$ cat src/rtl/uart_tx_ctrl.sv
// uart_tx_ctrl: UART transmit sequencer; frames one handshaken word onto txd, one bit per baudtick.
module uart_tx_ctrl #(
  parameter int DATA_BITS  = 8,
  parameter int PARITY_EN  = 0,
  parameter int PARITY_ODD = 0,
  parameter int STOP_BITS  = 1
) (
  input  logic                 clk,
  input  logic                 nrst,
  input  logic                 baudtick,
  output logic                 baud_en,
  input  logic [DATA_BITS-1:0] tx_data,
  input  logic                 tx_valid,
  output logic                 tx_ready,
  output logic                 txd,
  output logic                 tx_busy,
  output logic                 frame_done
);
  localparam int BW = $clog2(DATA_BITS);
  typedef enum logic [2:0] {IDLE, START, DATA, PARITY, STOP} state_t;
  state_t               state, state_n;
  logic [DATA_BITS-1:0] shreg, shreg_n;
  logic [BW-1:0]        bitcnt, bitcnt_n;
  logic                 par, par_n, stopcnt, stopcnt_n;
  logic                 txd_n, tx_ready_n, tx_busy_n, baud_en_n, frame_done_n;
  always_comb begin
    state_n      = state;
    shreg_n      = shreg;
    bitcnt_n     = bitcnt;
    par_n        = par;
    stopcnt_n    = stopcnt;
    txd_n        = txd;
    tx_ready_n   = tx_ready;
    tx_busy_n    = tx_busy;
    baud_en_n    = baud_en;
    frame_done_n = 1'b0;
    case (state)
      IDLE: if (tx_valid && tx_ready) begin
        state_n    = START;
        shreg_n    = tx_data;
        par_n      = (^tx_data) ^ 1'(PARITY_ODD);
        txd_n      = 1'b0;
        baud_en_n  = 1'b1;
        tx_ready_n = 1'b0;
        tx_busy_n  = 1'b1;
      end
      START: if (baudtick) begin
        state_n  = DATA;
        txd_n    = shreg[0];
        bitcnt_n = '0;
      end
      DATA: if (baudtick) begin
        if (bitcnt == BW'(DATA_BITS - 1)) begin
          state_n   = (PARITY_EN != 0) ? PARITY : STOP;
          txd_n     = (PARITY_EN != 0) ? par : 1'b1;
          stopcnt_n = 1'b0;
        end else begin
          shreg_n  = shreg >> 1;
          txd_n    = shreg[1];
          bitcnt_n = bitcnt + 1'b1;
        end
      end
      PARITY: if (baudtick) begin
        state_n   = STOP;
        txd_n     = 1'b1;
        stopcnt_n = 1'b0;
      end
      STOP: if (baudtick) begin
        if (stopcnt == 1'(STOP_BITS - 1)) begin
          state_n      = IDLE;
          frame_done_n = 1'b1;
          baud_en_n    = 1'b0;
          tx_ready_n   = 1'b1;
          tx_busy_n    = 1'b0;
        end else begin
          stopcnt_n = 1'b1;
        end
      end
      default: state_n = IDLE;
    endcase
  end
  always_ff @(posedge clk or negedge nrst) begin
    if (!nrst) begin
      state      <= IDLE;
      shreg      <= '0;
      bitcnt     <= '0;
      par        <= 1'b0;
      stopcnt    <= 1'b0;
      txd        <= 1'b1;
      tx_ready   <= 1'b1;
      tx_busy    <= 1'b0;
      baud_en    <= 1'b0;
      frame_done <= 1'b0;
    end else begin
      state      <= state_n;
      shreg      <= shreg_n;
      bitcnt     <= bitcnt_n;
      par        <= par_n;
      stopcnt    <= stopcnt_n;
      txd        <= txd_n;
      tx_ready   <= tx_ready_n;
      tx_busy    <= tx_busy_n;
      baud_en    <= baud_en_n;
      frame_done <= frame_done_n;
    end
  end
endmodule
$ cat config.mk
export PLATFORM = sky130hd
export DESIGN_NAME = uart_tx_ctrl
export DESIGN_NICKNAME = d
export VERILOG_FILES = /design/src/rtl/uart_tx_ctrl.sv
export SDC_FILE = /design/constraint.sdc
export NUM_CORES = 1
export LEC_CHECK = 0
export CORE_UTILIZATION = 40
export DETAILED_ROUTE_END_ITERATION = 16
export PLACE_DENSITY = 0.62
export SLEW_MARGIN = 25
export SYNTH_ARGS = -nofsm -noshare
export SYNTH_HDL_FRONTEND = slang
export SYNTH_SLANG_ARGS = --single-unit
$ cat constraint.sdc
create_clock -name clk -period 2 [get_ports clk]
set_input_delay 0.3 -clock clk [delete_from_list [all_inputs] [get_ports clk]]
set_output_delay 0.3 -clock clk [all_outputs]
set_load 0.05 [all_outputs]
Yosys cells after proc, flatten, opt, wreduce, memory -nomap -nowiden
Cells that the tools add are included.
{"block": "word_totals", "regBits": 19, "latchBits": 0, "ramBits": 0, "mem_bits_ro": 0, "in_bits": 12, "output_inout_bits": 5, "elab_cells": 73, "n_memories": 0}
{"block": "classes", "n_addsub": 1, "mul": 0, "div_mod_pow": 0, "n_lt_le_gt_ge": 0, "eq_ne": 13, "shift": 0, "muxes": 38, "n_bitwise": 0, "reduce_logical": 13}
{"operator": "3-bit two-way mux", "n": 10}
{"operator": "8-bit two-way mux", "n": 3}
{"operator": "1-bit two-way mux", "n": 18}
{"operator": "2-bit != test, second input constant", "n": 8}
{"operator": "8-bit one-hot mux with 2 select lines", "n": 1}
{"operator": "3-bit one-hot mux with 5 select lines", "n": 1}
{"operator": "4-bit AND reduction", "n": 3}
{"operator": "5-bit AND reduction", "n": 2}
{"operator": "7-bit AND reduction", "n": 1}
{"operator": "3-bit by 2-bit equality test with 1-bit output, second input constant", "n": 2}
{"operator": "3-bit equality test, second input constant", "n": 2}
{"operator": "3-bit one-hot mux with 2 select lines", "n": 1}
{"operator": "2-bit nonzero test", "n": 3}
{"operator": "1-bit one-hot mux with 2 select lines", "n": 2}
{"operator": "1-bit one-hot mux with 4 select lines", "n": 1}
{"operator": "4-bit nonzero test", "n": 1}
{"operator": "3-bit by 1-bit adder with 3-bit output, second input constant", "n": 1}
{"operator": "3-bit by 1-bit equality test with 1-bit output, second input constant", "n": 1}
{"operator": "3-bit logical NOT", "n": 1}
{"operator": "1-bit one-hot mux with 3 select lines", "n": 1}
{"operator": "3-bit nonzero test", "n": 1}
{"operator": "1-bit logical AND", "n": 1}

Longest topological paths before layout
{"block": "depth", "ltp_word": 4, "mapped_depth": 5, "ltp_nobuf": 5}

Least setup slack after synthesis
No wires, ideal clock.
{"block": "synth_path", "kind": "reg2reg", "start": "register bitcnt[0]", "end": "register shreg[0]", "setup_ns": 0.125, "arrival_ns": 1.592, "required_ns": 1.875, "setup_slack_ns": 0.283, "stages_incl_launch_ff": 6, "n_path_buf": 0, "period_less_slack_ns": 1.717, "cell_sequence": "dfrtp_1 > ha_1 > ha_1 > nand3b_2 > a21boi_4 > mux2_2"}
{"block": "synth_between", "elab_chain_len": 3}
{"item": "from (decl)", "line": "23", "text": "logic [BW-1:0] bitcnt, bitcnt_n;"}
{"item": "from (signal assigned)", "line": "97", "text": "bitcnt <= bitcnt_n;"}
{"item": "3-bit equality test", "line": "53", "text": "if (bitcnt == BW'(DATA_BITS - 1)) begin"}
{"item": "2-bit != test (no source line)"}
{"item": "4-bit AND reduction (no source line)"}
{"item": "to (signal assigned)", "line": "96", "text": "shreg <= shreg_n;"}
{"item": "to (decl)", "line": "22", "text": "logic [DATA_BITS-1:0] shreg, shreg_n;"}
No other way between the ends.
A chain may end at the register's enable or synchronous reset.

Final worst setup path
{"block": "layout_path", "start": "register bitcnt[0]", "end": "register shreg[4]"}
The elaborated chain is that of the path after synthesis.

==> metrics.md <==
| Metric | Value |
|---|---|
| Setup TNS | 0 ns |
| Post-synthesis area per instance | 12.34 µm² |
| PostCTS Resize Cnt | 0 |
| Drt pass-1 iters | 4 |
| H-tree Lvls | 1 |
| Initial antenna violation count | 0 |
| Req. time, crit path | 2.20 ns |
| Multi-input logic area | 471.7 µm² |
| Tmin final | 1.855 ns |
| YS warnings | 0 |
| FF+latch area | 452.9 µm² |
| Clk root buf | clkbuf_4 |
| Top FF cell, synth | dfrtp_1 |
| Synth Register Bits | 18 |
| Total GRT Usage | 0.1660 |
| Setup violation total in the final timing report | 0 |
| VDD IR max | 758.6 µV |
| Status | complete, no violations |
| Most frequent cell after synthesis | mux2_2 |
| Type of the worst min-delay path | primary input to async pin |
| Vias | 658 |
| Placeable Area | 2255 µm² |
| Synth cell types | 28 |
| Mapped Area | 974.7 µm² |
| Cell taking the most area after synthesis | dfrtp_1 |
| Final ANT Viol Nets | 0 |
| Final WL | 1.708 mm |
| Setup slack, reg-to-reg | 0.14 ns |
| Share of cells above drive strength 1 | 0.3608 |
| Worst-Margin Slew | 0.5220 ns |
| Number of flops mapped to enable cells by yosys | 0 |
| Fillers | 222 |
| DRC violations left | 0 |
| Detailed placement HPWL | 1.229 mm |
| Die height | 51.37 µm |
| Cell count after synthesis | 79 |
| Wirelength per Cell | 13.66 µm |
| CP Data Arrival Time | 2.06 ns |
| Fin nets | 112 |
| Rows | 17 |
| Dpl cell area | 1149 µm² |
| R2R depth | 5 |
| CTS Sinks | 18 |
| MaxCap Viol Count | 0 |
| Final setup skew | 0.005263 ns |
| Sequential element share of the synthesized area | 0.4647 |
| Fmax | 539.0 MHz |
| Fin. max-slew vios | 0 |
| Slew HR | 0.6520 |
| Syn Nets | 93 |
| FFs w/ async S/R, synth | 1.000 |
| Largest net degree at the start of global routing | 19 |
| Pwr per Cell Area | 1061 nW/µm² |
| Cts hold-fix bufs | 0 |
| I/O pin count | 17 |
| Share of the synthesized area in the top cell type | 0.4108 |
| Die W | 51.37 µm |
| R2R Path Start | bitcnt[0] |
| FF-to-FF End | shreg[4] |
| Post-CTS Repair Setup Buffers | 0 |
| Die Area | 2638 µm² |
| Commonest cells post-synth | mux2_2 (19), dfrtp_1 (16), nand2_1 (4), nor2b_1 (4), o21ai_0 (4) |
| Period Utilization, post-route | 0.9277 |
| RSZ-0062 raised after global routing | false |
| Diodes inserted | 0 |
| Crit path max fanout | 8 |
| Iter 0 DRT Violations | 9 |
| Final instance area | 1185 µm² |
| Number of port buffers | 16 |
| First-pass GRT wire length | 3.105 mm |
| Critical Path Sink Type | flip-flop |
| Crit path launch type | flip-flop |
| Vias in the first global route | 697 |
| Clk pin slew, worst setup/hold paths | 0.11 ns |
| Final Hold Viols | 0 |
| Area growth, synth to finish | 21.57% |
| Final Wtd Congestion | 0.7391 |
| Gr ovfl total | 0 |
| CTS Buf Count | 3 |
| Clock Latency Late Sink | 0.30 ns |
| DR vias/cell | 5.264 |
| CTS tree | done |
| Initial Utilization | 0.4323 |
| Clk buf depth | 2 |
| Leakage | 0.0005472 µW |
| CP Class | flip-flop to flip-flop |
| Synth area leaders | dfrtp_1 (41%), mux2_2 (22%), dfstp_2 (5.4%) |
## worst max-delay path by stage
stage | slack, ns | to | depth (start not counted) | from
2_1_floorplan | 0.28 | shreg[0] | 5 | bitcnt[0]
3_3_place_gp | 0.18 | shreg[6] | 5 | bitcnt[0]
3_5_place_dp | 0.14 | shreg[4] | 5 | bitcnt[0]
4_1_cts | 0.13 | shreg[4] | 5 | bitcnt[0]
5_1_grt | 0.06 | shreg[1] | 5 | bitcnt[0]
6_report | 0.14 | shreg[4] | 5 | bitcnt[0]
## kinds of logic after synthesis
family,synth area share
simple gates,0.1374
mux,0.2195
flops,0.4647
compound gates,0.1014
buf+inv,0.05133
fa+ha+maj,0.02567
## cell type report
type	count	share of cell area
Clock buffer	4	0.03062
Tap cell	28	0.02957
Multi-Input combinational cell	54	0.3981
Timing Repair Buffer	20	0.1563
Inverter	1	0.003168
Sequential cell	18	0.3823
## power by group
part	leakage (µW)	internal [µW]	total, µW	switching, µW
logic	0.000305	269	439	170
clock network	0.0000210	111	229	118
registers	0.000221	490	589	99.0
## state kept, by name, indices dropped and copies added (netlist names)
signal	count
shreg	8
tx_busy	1
txd	1
bitcnt	3
frame_done	1
tx_ready	1
state	3
## through the flow
stage	utilization	hold slack [ns]	power [µW]	std cells	setup slack [ns]
final	0.5255	0.3145	1257	125	0.1447
after global routing	0.5255	0.3218	1351	125	0.06201
after CTS	0.5255	0.3173	1278	125	0.1321
after detailed placement	0.5094	0.4947	1043	121	0.1405
after global placement	0.5094	0.4866	1032	121	0.1751
after floorplan	-	0.004409	956.4	79	0.2832
## worst max-delay path, stage by stage, from the launching register on
cell      delay (ns)
dfrtp_1         0.40
ha_1            0.20
ha_1            0.21
nand3b_2        0.23
a21boi_4        0.32
mux2_2          0.38
## cells in the final DEF (no fill, tap or decap)
| cell | instances |
|---|---|
| mux2_2 | 19 |
| dfrtp_1 | 16 |
| clkdlybuf4s50_1 | 14 |
| buf_4 | 6 |
| nor2b_1 | 4 |
| o21ai_0 | 4 |
| nand2_1 | 4 |
| nor2_1 | 3 |
| and3_1 | 3 |
| clkbuf_4 | 3 |
| a21oi_1 | 2 |
| ha_1 | 2 |
| dfstp_2 | 2 |
| nand3b_4 | 1 |
| nand3b_2 | 1 |
| a21boi_4 | 1 |
| a22oi_1 | 1 |
| or2b_1 | 1 |
| nand4bb_1 | 1 |
| a21o_1 | 1 |
| a22o_1 | 1 |
| nor3b_1 | 1 |
| o21ai_2 | 1 |
| inv_1 | 1 |
| nor4_1 | 1 |
| o32ai_1 | 1 |
| o2bb2ai_1 | 1 |
| clkbuf_8 | 1 |
## routing by layer
metal / global-route usage / routed length [µm] / vias to the layer above
met3: 0.04167 / 76 / 6
met2: 0.2576 / 788 / 14
li1: - / - / 317
met1: 0.2022 / 795 / 321
met5: 0 / 0 / -
met4: 0.1081 / 47 / 0
No activity file was read; power rests on OpenSTA's default activity.
